$ cat src/rtl/posit_denormalize_pipe.sv
// Two-stage elastic posit decoder: splits a posit word into sign, NaR/zero flags,
// signed scale and MSB-aligned fraction, with rts/rtr handshake and a passthrough tag.
module posit_denormalize_pipe #(
    parameter int POSIT_WIDTH = 16,
    parameter int POSIT_ES    = 1,
    parameter int TAG_WIDTH   = 1,
    localparam int SCALE_W    = $clog2(POSIT_WIDTH) + POSIT_ES + 1,
    localparam int FRAC_W     = POSIT_WIDTH - POSIT_ES - 3
) (
    input  logic                      clk,
    input  logic                      rst,
    input  logic [POSIT_WIDTH-1:0]    posit_word_i,
    input  logic [TAG_WIDTH-1:0]      tag_i,
    input  logic                      rts_i,
    output logic                      rtr_o,
    output logic                      sign,
    output logic                      inf,
    output logic                      zero,
    output logic signed [SCALE_W-1:0] scale,
    output logic [FRAC_W-1:0]         fraction,
    output logic [TAG_WIDTH-1:0]      tag_o,
    output logic                      rts_o,
    input  logic                      rtr_i
);
    localparam int N  = POSIT_WIDTH;
    localparam int MW = $clog2(N);
    localparam int TW = N - 3;

    logic v1, v2;
    logic s1_adv, s2_adv;

    assign s2_adv = !v2 || rtr_i;
    assign s1_adv = !v1 || s2_adv;
    assign rtr_o  = s1_adv;
    assign rts_o  = v2;

    // Stage 1 front end: magnitude of the body and length of the regime run.
    // The low n-1 bits of -word depend only on the low n-1 bits of word.
    logic          in_sign, in_zero, in_inf, in_r;
    logic [N-2:0]  in_body;
    logic [MW-1:0] in_run;

    assign in_sign = posit_word_i[N-1];
    assign in_body = in_sign ? -posit_word_i[N-2:0] : posit_word_i[N-2:0];
    assign in_zero = (posit_word_i == '0);
    assign in_inf  = in_sign && (posit_word_i[N-2:0] == '0);
    assign in_r    = in_body[N-2];

    // NOTE: combinational blocks use blocking '=' so later loop iterations see
    // earlier results; the default before the loop keeps this free of latches.
    always_comb begin
        in_run = MW'(N - 1);
        for (int i = 0; i <= N - 3; i++) begin
            if (in_body[i] != in_r) in_run = MW'(N - 2 - i);
        end
    end

    logic                 s1_sign, s1_zero, s1_inf, s1_r;
    logic [MW-1:0]        s1_run;
    logic [TW-1:0]        s1_tail;
    logic [TAG_WIDTH-1:0] s1_tag;

    always_ff @(posedge clk) begin
        if (rst) begin
            v1 <= 1'b0;
        end else if (s1_adv) begin
            v1 <= rts_i;
        end
    end

    // NOTE: payload registers are not reset; v1 alone says whether they hold a
    // live word, so clearing them would only add reset fan-out.
    always_ff @(posedge clk) begin
        if (s1_adv && rts_i) begin
            s1_sign <= in_sign;
            s1_zero <= in_zero;
            s1_inf  <= in_inf;
            s1_r    <= in_r;
            s1_run  <= in_run;
            s1_tail <= in_body[N-4:0];
            s1_tag  <= tag_i;
        end
    end

    // Stage 2: drop regime run + terminator; the tail starts right after bit n-3,
    // so shifting by run-1 left-aligns exponent and fraction.
    logic [TW-1:0]              rest;
    logic signed [SCALE_W-1:0]  run_s, k_val, scale_val;
    logic [FRAC_W-1:0]          frac_val;

    assign rest     = s1_tail << (s1_run - MW'(1));
    assign run_s    = $signed(SCALE_W'(s1_run));
    assign k_val    = s1_r ? (run_s - SCALE_W'(1)) : (SCALE_W'(0) - run_s);
    assign frac_val = rest[FRAC_W-1:0];

    if (POSIT_ES > 0) begin : g_exp
        logic [POSIT_ES-1:0] e_val;
        assign e_val     = rest[TW-1 -: POSIT_ES];
        assign scale_val = (k_val <<< POSIT_ES) + $signed(SCALE_W'(e_val));
    end else begin : g_noexp
        assign scale_val = k_val;
    end

    logic s1_special;
    assign s1_special = s1_zero || s1_inf;

    always_ff @(posedge clk) begin
        if (rst) begin
            v2       <= 1'b0;
            sign     <= 1'b0;
            inf      <= 1'b0;
            zero     <= 1'b0;
            scale    <= '0;
            fraction <= '0;
            tag_o    <= '0;
        end else if (s2_adv) begin
            v2 <= v1;
            if (v1) begin
                sign     <= s1_sign;
                inf      <= s1_inf;
                zero     <= s1_zero;
                scale    <= s1_special ? '0 : scale_val;
                fraction <= s1_special ? '0 : frac_val;
                tag_o    <= s1_tag;
            end
        end
    end

endmodule

$ cat config.mk
export PLATFORM = sky130hd
export DESIGN_NAME = posit_denormalize_pipe
export DESIGN_NICKNAME = d
export VERILOG_FILES = /design/src/rtl/posit_denormalize_pipe.sv
export SDC_FILE = /design/constraint.sdc
export NUM_CORES = 1
export LEC_CHECK = 0
export BUFFER_PORTS_ARGS = -buffer_cell sky130_fd_sc_hd__buf_2
export CAP_MARGIN = 5
export CORE_MARGIN = 5
export CORE_UTILIZATION = 55
export DETAILED_ROUTE_END_ITERATION = 6
export PLACE_DENSITY = 0.74
export SYNTH_ARGS = -nofsm -noshare
export SYNTH_HDL_FRONTEND = slang
export SYNTH_SLANG_ARGS = --single-unit
$ cat constraint.sdc
create_clock -name clk -period 6.63 [get_ports clk]
set_clock_uncertainty 0.1 [all_clocks]
set_input_delay 0.3315 -clock clk [delete_from_list [all_inputs] [get_ports clk]]
set_output_delay 0.3315 -clock clk [all_outputs]
set_load 0.01 [all_outputs]
==> flow_summary_export.csv, run 1 <==
group,metric,value,unit
status,status,"complete, no violations",
route,drt-initial-drc-count,66,
yosys,synth-edff-count,22,
yosys,ys_ff_latch,46,
floorplanning,start_util,57.5,%
route,dr.pass1.iters,4,
placed_design,dpl.hpwl,4150,µm
worst_setup_path,startpoint,"s1_run[0]",
route,vias,2149,
yosys,syn_nets,303,
yosys,netlist_area,2770,µm²
power_and_ir_drop,combPwrFrac,26.3,%
power_and_ir_drop,vdd.ir_drop.worst,0.129,mV
route,drc,0,
floorplanning,fp.dieW,81.0,µm
sta,drv_slew,0,
route,avgViaCountPerCell,5.61,
sta,final.min_clock_period,3.03,ns
floorplanning,placementRows,25,
floorplanning,die_y,81.0,µm
placed_design,place_congestion,0.819,
worst_setup_path,reg2reg_depth,6,
clock_network,clkTransAtPathRegs,0.09,ns
power_and_ir_drop,p_total,0.681,mW
hold_path,whs_path_depth,1,
worst_setup_path,r2r_slack,3.60,ns
placed_design,place_area,3000,µm²
route,wirelength,5300,µm
finish,fin_util,64.3,%
floorplanning,die-area,6550,µm²
global_routing,grt_max_degree,25,
yosys,synth-async-reset-ratio,0,%
hold_path,min-delay-start,"tag_i",
global_routing,overflow,0,
finish,drive_above_1_share,21.2,%
sta,setup_tns,0,ns
clock_network,post_cts_buffers,0,
sta,max_slew_margin,23.6,%
floorplanning,num_io_pins,45,
clock_network,cts_max_level,2,
worst_setup_path,cp-start-kind,"register",
sta,fin_crit_sh,45.8,%
finish,area_growth,11.8,%
power_and_ir_drop,seqPwrFrac,48.6,%
route,ant_nets,0,
clock_network,cts_hold_buf,0,
clock_network,clkLatencyLatePin,0.30,ns
clock_network,root_buffer,"clkbuf_8",
yosys,synthDistinctLibCells,54,
worst_setup_path,critPathKind,"reg2reg",
finish,diodes,0,
hold_path,holdPathEnd,"s1_tag",
run,max-cap-violations,0,
yosys,ys_warn_count,0,
global_routing,grt_pass1_wl,8940,µm
finish,final_area,3100,µm²
global_routing,antenna_found_initial,0,
route,avgRoutedWirePerCell,13.8,µm
clock_network,cts_resized,0,
yosys,synth_cells,280,
worst_setup_path,cp.arrival,3.11,ns
placed_design,port_buffers,44,
power_and_ir_drop,netSwitchingPower,0.210,mW
power_and_ir_drop,clockPowerShare,25.1,%
power_and_ir_drop,swShare,30.9,%
worst_setup_path,cp_max_fo,17,
worst_setup_path,reg2reg_from,"s1_run[0]",
clock_network,cts.sinks,46,
finish,fin_nets,338,
yosys,ys_seq_area_share,41.2,%
clock_network,cts_tree,"done",
sta,hold_viol_final,0,
sta,setup_violations,0,
hold_path,min_path_type,"in2reg",
yosys,syn_avg_cell_area,9.89,µm²
power_and_ir_drop,power.internal,0.471,mW
worst_setup_path,end_kind,"register",
sta,tightest_slew,1.14,ns
yosys,synth_ff_type,"dfxtp_1",
floorplanning,coreArea,4820,µm²
global_routing,grtUsageTotal,17.2,%
worst_setup_path,r2r_end,"scale[0]",
clock_network,clock_path_buffers,2,
power_and_ir_drop,p_per_area,220,nW/µm²
clock_network,cts_made_buffers,5,
power_and_ir_drop,leakage,1.27,nW
worst_setup_path,worstPathRequired,6.71,ns
global_routing,grt_pass1_vias,1978,
sta,clock.fmax,0.330,GHz
sta,rsz0062_at_grt,"no",
[area by class of cell]
cell class	count	area, µm²
well taps	67	83.8
flip-flops and latches	46	1140
inverters	12	45.0
clock buffers	5	68.8
clock inverters	3	23.8
fillers	436	1720
repair buffers	45	228
multi-input cells	205	1510
[through the flow]
stage	hold WS [ns]	setup WS (ns)	std cells
floorplan	0.301	3.71	280
detailed placement	0.349	3.39	375
global route	0.0868	3.30	383
CTS	0.0930	3.58	383
finish	0.0998	3.60	383
global placement	0.341	3.48	375
[placed cells by master (no fill, tap or decap), drive strengths merged, types with 6 or more instances in the layout]
cell / count
nand2b: 6
a21oi: 11
buf: 45
edfxtp: 22
nand2: 19
xnor2: 10
nand3: 6
xor2: 9
nor2: 31
o21ai: 6
mux2i: 26
dfxtp: 24
a22oi: 10
inv: 13
[cells by family after synthesis]
family	Yosys count	share of synthesized area, %
simple gates	91	16.1
mux	32	13.9
xor+xnor	19	6.01
fa+ha+maj	2	0.904
flops	46	41.2
buf+inv	29	4.61
compound gates	61	17.3
[power by group through the flow]
stage                     logic [mW]  registers (mW)  clock network [mW]
final                          0.179           0.331               0.171
after global routing           0.198           0.334               0.186
after CTS                      0.180           0.331               0.175
after detailed placement       0.179           0.338                   0
after global placement         0.177           0.337                   0
after floorplan                0.143           0.332                   0
[worst max-delay path, cell delays in order (launching register included)]
cell,delay [ns]
edfxtp_1,0.85
inv_1,0.10
ha_1,0.25
xor2_1,0.89
mux2_2,0.44
o211ai_1,0.19
a21oi_1,0.09
[Yosys cell counts, types with 2 or more instances]
library cell  number  area, µm²
a32oi_1            3       26.3
edfxtp_1          22        661
buf_6              2       22.5
a22oi_1           10       75.1
or4_1              3       22.5
o22ai_1            2       12.5
nand2_1           19       71.3
inv_1             12       45.0
nand3_1            6       30.0
mux4_2             5        113
buf_1              2       7.51
or3_1              2       12.5
clkbuf_1          12       45.0
nor4_1             2       12.5
o21ai_0            6       30.0
nor2b_1            4       25.0
and2_1             2       12.5
ha_1               2       25.0
mux2i_1           26        260
xnor2_1           10       87.6
o31ai_1            5       37.5
nor3_1             5       25.0
o21a_1             3       22.5
o211ai_1           4       30.0
o41ai_2            3       48.8
xor2_1             9       78.8
or2_1              2       12.5
nand4_1            2       12.5
nor2_1            31        116
and3_1             2       12.5
nand2b_1           6       37.5
dfxtp_1           24        480
a21oi_1           11       55.1
[sequential cells by signal, summed over array words and instances, names as in the netlist, 4 cells and up]
name      count
s1_run        4
scale         6
s1_tail      13
fraction     12
[routing by layer]
| metal | global-route usage (%) | wire, µm | vias up |
|---|---|---|---|
| met1 | 20.9 | 2260 | 997 |
| met5 | 0 | 0 | - |
| met4 | 5.24 | 85 | 0 |
| li1 | - | - | 1102 |
| met2 | 30.8 | 2700 | 43 |
| met3 | 3.10 | 242 | 7 |
[how the worst max path moves through the flow]
stage	end	slack [ns]	depth (start not counted)
after floorplan	fraction[10]	3.71	10
after global placement	s1_run[2]	3.48	9
after detailed placement	s1_run[2]	3.39	9
after CTS	scale[0]	3.58	6
after global routing	scale[0]	3.30	6
final	scale[0]	3.60	6
No activity file was read; power rests on OpenSTA's default activity.
==> run 2, diff against run 1 <==
Clock period 6.63 ns to 2.98 ns, I/O delays scaled along.
==> flow_summary_export.csv, run 2 (synthesis results as in run 1) <==
group,metric,value,unit
hold_path,holdPathEnd,"rts_o",
worst_setup_path,r2r_end,"fraction[11]",
sta,drv_slew,0,
floorplanning,coreArea,4820,µm²
route,avgViaCountPerCell,5.66,
floorplanning,fp.dieW,81.0,µm
clock_network,cts_made_buffers,5,
power_and_ir_drop,swShare,29.1,%
clock_network,clkLatencyLatePin,0.30,ns
placed_design,dpl.hpwl,4260,µm
floorplanning,start_util,57.5,%
power_and_ir_drop,power.internal,1.14,mW
worst_setup_path,reg2reg_from,"s1_run[1]",
finish,final_cell_mix,"44 x buf_2, 31 x nor2_1, 26 x mux2i_1",
floorplanning,placementRows,25,
global_routing,grt_max_degree,25,
global_routing,grt_pass1_wl,9350,µm
clock_network,cts_max_level,2,
finish,area_growth,15.3,%
sta,hold-worst-slack,0.0767,ns
clock_network,cts_hold_buf,3,
power_and_ir_drop,p_per_area,505,nW/µm²
placed_design,port_buffers,44,
sta,max_slew_margin,39.4,%
sta,clock.fmax,0.383,GHz
finish,largest_reg_flops,13,
sta,fin_crit_sh,87.7,%
worst_setup_path,end_kind,"register",
finish,top_register,"s1_tail",
power_and_ir_drop,leakage,1.33,nW
finish,fin_nets,347,
global_routing,antenna_found_initial,0,
route,avgRoutedWirePerCell,14.1,µm
clock_network,cts_resized,0,
floorplanning,num_io_pins,45,
worst_setup_path,crit_path_top_delay_cell,"or4b_2",
sta,setup_violations,0,
sta,rsz0062_at_grt,"no",
finish,final_common_cell,"buf_2",
worst_setup_path,critPathKind,"in2reg",
finish,seqCellArea,1140,µm²
global_routing,overflow,0,
worst_setup_path,cp-start-kind,"input pin",
sta,hold_viol_final,0,
clock_network,post_cts_buffers,0,
sta,tightest_slew,0.910,ns
power_and_ir_drop,combPwrFrac,26.4,%
placed_design,place_congestion,0.833,
hold_path,min_path_type,"in2reg",
route,drc,0,
clock_network,cts.sinks,46,
global_routing,grtUsageTotal,17.9,%
clock_network,clock_path_buffers,2,
placed_design,place_area,3050,µm²
finish,multi_input_area,1510,µm²
sta,final.min_clock_period,2.61,ns
power_and_ir_drop,p_total,1.61,mW
sta,setup_tns,0,ns
finish,top_regs,"s1_tail: 13 flops, fraction: 12 flops, scale: 6 flops",
finish,final_area,3190,µm²
worst_setup_path,path_cells,"buf_2 > inv_1 > ha_1 > or4b_2 > or4_1 > o211ai_1 > nand3_1 > o32a_1 > o21ba_1",
route,vias,2217,
worst_setup_path,r2r_slack,0.89,ns
floorplanning,die_y,81.0,µm
worst_setup_path,cp.arrival,2.57,ns
power_and_ir_drop,vdd.ir_drop.worst,0.287,mV
finish,drive_above_1_share,22.5,%
worst_setup_path,worstPathRequired,2.94,ns
route,dr.pass1.iters,5,
floorplanning,die-area,6550,µm²
finish,fill_cells,413,
route,wirelength,5520,µm
status,status,"complete, no violations",
clock_network,clkTransAtPathRegs,0.09,ns
route,drt-initial-drc-count,95,
power_and_ir_drop,netSwitchingPower,0.468,mW
worst_setup_path,cpPeakStageDelay,0.60,ns
clock_network,root_buffer,"clkbuf_8",
clock_network,cts_tree,"done",
hold_path,min-delay-start,"rtr_i",
power_and_ir_drop,clockPowerShare,28.5,%
worst_setup_path,cp_max_fo,12,
route,ant_nets,0,
power_and_ir_drop,seqPwrFrac,45.1,%
hold_path,whs_path_depth,4,
run,max-cap-violations,0,
global_routing,grt_pass1_vias,2064,
worst_setup_path,reg2reg_depth,8,
finish,diodes,0,
run 2: through the flow:
step                worst slack, ns  util [%]  std cells
finish                        0.366      66.3        392
global route                  0.219      66.3        392
CTS                           0.390      66.3        392
detailed placement           0.0656      63.3        381
global placement              0.128      63.3        381
floorplan                    0.0609         -        280
run 2: metal layers:
metal  vias to the layer above  GRT usage (%)  part of all wire [%]
met1                      1034           21.7                    42
met3                         6           2.99                   5.3
met5                         -              0                     0
li1                       1118              -                     -
met4                         0           5.91                   1.2
met2                        59           32.1                    51
run 2: how the worst max path moves through the flow:
stage                    start      endpoint  cells after the start  slack (ns)
2_1_floorplan        s1_run[0]  fraction[10]                     10        0.06
3_3_place_gp   posit_word_i[0]     s1_run[2]                      9        0.13
3_5_place_dp   posit_word_i[0]     s1_run[2]                      9        0.07
4_1_cts        posit_word_i[0]     s1_run[2]                      9        0.39
5_1_grt        posit_word_i[0]     s1_run[2]                      9        0.22
6_report       posit_word_i[0]     s1_run[2]                      9        0.37
run 2: worst max-delay path, delay by kind of cell:
| kind | cells | cell delay, ns |
|---|---|---|
| adder cells (fa/ha/maj) | 1 | 0.18 |
| AO/OA/AOI/OAI | 3 | 0.77 |
| buffers and inverters | 2 | 0.22 |
| AND/OR/NAND/NOR | 3 | 1.24 |
run 2: area by class of cell:
type,instances,area share [%]
multi-input combinational,205,47.2
sequential,46,35.8
clock buffer,5,2.16
tap,67,2.63
clock inverter,3,1.37
inverter,12,1.41
timing repair buffer,54,9.49
run 2: power by group through the flow:
stage / Combinational (mW) / Clock (mW) / Sequential (mW)
after global placement: 0.415 / 0 / 0.741
final: 0.425 / 0.459 / 0.728
after floorplan: 0.318 / 0 / 0.739
after detailed placement: 0.421 / 0 / 0.742
after CTS: 0.427 / 0.473 / 0.728
after global routing: 0.467 / 0.496 / 0.733
==> run 3, diff against run 2 <==
--- a/config.mk
+++ b/config.mk
@@ -10,5 +10,5 @@
 export CORE_MARGIN = 5
-export CORE_UTILIZATION = 55
+export CORE_UTILIZATION = 57
 export DETAILED_ROUTE_END_ITERATION = 6
-export PLACE_DENSITY = 0.74
+export PLACE_DENSITY = 0.76
 export SYNTH_ARGS = -nofsm -noshare
--- a/constraint.sdc
+++ b/constraint.sdc
@@ -4,2 +4,2 @@
 set_output_delay 0.149 -clock clk [all_outputs]
-set_load 0.01 [all_outputs]
+set_load 0.005 [all_outputs]
==> flow_summary_export.csv, run 3 (synthesis results as in run 1) <==
group,metric,value,unit
status,status,"complete, no violations",
floorplanning,die-area,6350,µm²
sta,drv_slew,0,
placed_design,dpl.hpwl,4220,µm
clock_network,cts_max_level,2,
route,drc,0,
route,dr.pass1.iters,6,
placed_design,dp_cells,382,
power_and_ir_drop,leakage,1.33,nW
finish,area_growth,15.5,%
finish,seqCellArea,1140,µm²
floorplanning,die_y,79.7,µm
sta,fin_ws,0.530,ns
finish,fill_cells,379,
finish,multi_input_area,1510,µm²
floorplanning,placementRows,25,
sta,hold-worst-slack,0.0667,ns
route,wl_met2,2750,µm
finish,fin_cells,393,
clock_network,clock_path_buffers,2,
power_and_ir_drop,vdd.ir_drop.worst,0.217,mV
worst_setup_path,worstPathRequired,2.94,ns
finish,fin_nets,348,
power_and_ir_drop,p_per_area,504,nW/µm²
route,wirelength,5540,µm
sta,rsz0062_at_grt,"no",
clock_network,post_cts_buffers,0,
clock_network,cts_resized,0,
sta,final.min_clock_period,2.45,ns
route,wl_met1,2430,µm
finish,top_register,"s1_tail",
sta,hold_viol_final,0,
sta,tightest_slew,0.917,ns
placed_design,place_ws,0.211,ns
finish,top_regs,"s1_tail: 13 flops, fraction: 12 flops, scale: 6 flops",
route,drt-initial-drc-count,161,
worst_setup_path,cp.arrival,2.41,ns
route,avgRoutedWirePerCell,14.1,µm
route,avgViaCountPerCell,5.66,
hold_path,min_path_type,"in2reg",
route,top_layer,"met4",
clock_network,cts_made_buffers,5,
worst_setup_path,cp_max_fo,12,
floorplanning,start_util,58.6,%
route,vias,2226,
route,ant_nets,0,
worst_setup_path,end_kind,"register",
run,max-cap-violations,0,
sta,setup_tns,0,ns
finish,diodes,0,
clock_network,cts_tree,"done",
finish,final_cell_mix,"44 x buf_2, 31 x nor2_1, 26 x mux2i_1",
clock_network,clkTransAtPathRegs,0.09,ns
finish,final_common_cell,"buf_2",
placed_design,place_congestion,0.833,
worst_setup_path,critPathKind,"in2reg",
finish,largest_reg_flops,13,
sta,clock.fmax,0.408,GHz
placed_design,port_buffers,44,
global_routing,antenna_found_initial,0,
hold_path,min-delay-start,"rtr_i",
global_routing,grt_pass1_vias,2085,
global_routing,overflow,0,
clock_network,clkLatencyLatePin,0.30,ns
clock_network,cts.sinks,46,
finish,drive_above_1_share,22.7,%
floorplanning,coreArea,4720,µm²
route,wl_met3,272,µm
worst_setup_path,startpoint,"posit_word_i[0]",
sta,max_slew_margin,38.9,%
worst_setup_path,reg2reg_from,"s1_run[0]",
global_routing,grt_max_degree,25,
floorplanning,fp.dieW,79.7,µm
floorplanning,num_io_pins,45,
global_routing,grtUsageTotal,18.6,%
clock_network,root_buffer,"clkbuf_8",
sta,setup_violations,0,
global_routing,grt_pass1_wl,9450,µm
sta,fin_crit_sh,82.2,%
worst_setup_path,cp-start-kind,"input pin",
-- run 3: cell count changes in the layout (fill, tap and decap cells not counted), sizes merged --
cell	change
buf	+1
-- run 3: cell type report --
type | instances | share of cell area, %
multi-input cells | 205 | 47.1
inverters | 12 | 1.41
repair buffers | 55 | 9.70
clock inverters | 3 | 1.37
well taps | 67 | 2.62
clock buffers | 5 | 2.15
flip-flops and latches | 46 | 35.7
-- run 3: metal layers --
layer  vias up  global-route usage (%)
li1       1125                       -
met1      1034                    22.6
met2        59                    32.9
met3         8                    3.72
met4         0                    6.01
met5         -                       0
-- run 3: critical path, cell delays in order --
cell and delay [ns]:
buf_2 0.13, inv_1 0.10, ha_1 0.18, or4b_2 0.60, or4_1 0.49, o211ai_1 0.11
buf_4 0.20, nand2b_1 0.16, o31a_1 0.16, o21ba_1 0.15
-- run 3: path summary, 6_finish.rpt --
path / endpoint / slack (ns) / cells past startpoint
hold reg to reg: fraction[2] / 0.35 / 2
setup / recovery: s1_run[2] / 0.53 / 10
setup reg to reg: fraction[11] / 0.88 / 8
hold / removal: rts_o / 0.07 / 4
-- run 3: report_power, final --
part	total, mW	internal [mW]	switching, mW
clock network	0.462	0.251	0.211
registers	0.727	0.705	0.0221
logic	0.424	0.189	0.236
-- run 3: what timing repair did --
| item | in CTS | in global routing |
|---|---|---|
| endpoints found under the hold margin | 3 | 0 |
| endpoints found under the setup margin | 0 | 0 |
| hold buffers | 3 | 0 |
-- run 3: per-stage QoR --
| step | util (%) | power [mW] | instance area, µm² |
|---|---|---|---|
| 5_1_grt | 67.7 | 1.70 | 3200 |
| 3_3_place_gp | 64.7 | 1.15 | 3060 |
| 2_1_floorplan | - | 1.05 | 2770 |
| 4_1_cts | 67.7 | 1.62 | 3200 |
| 6_report | 67.7 | 1.61 | 3200 |
| 3_5_place_dp | 64.7 | 1.16 | 3060 |
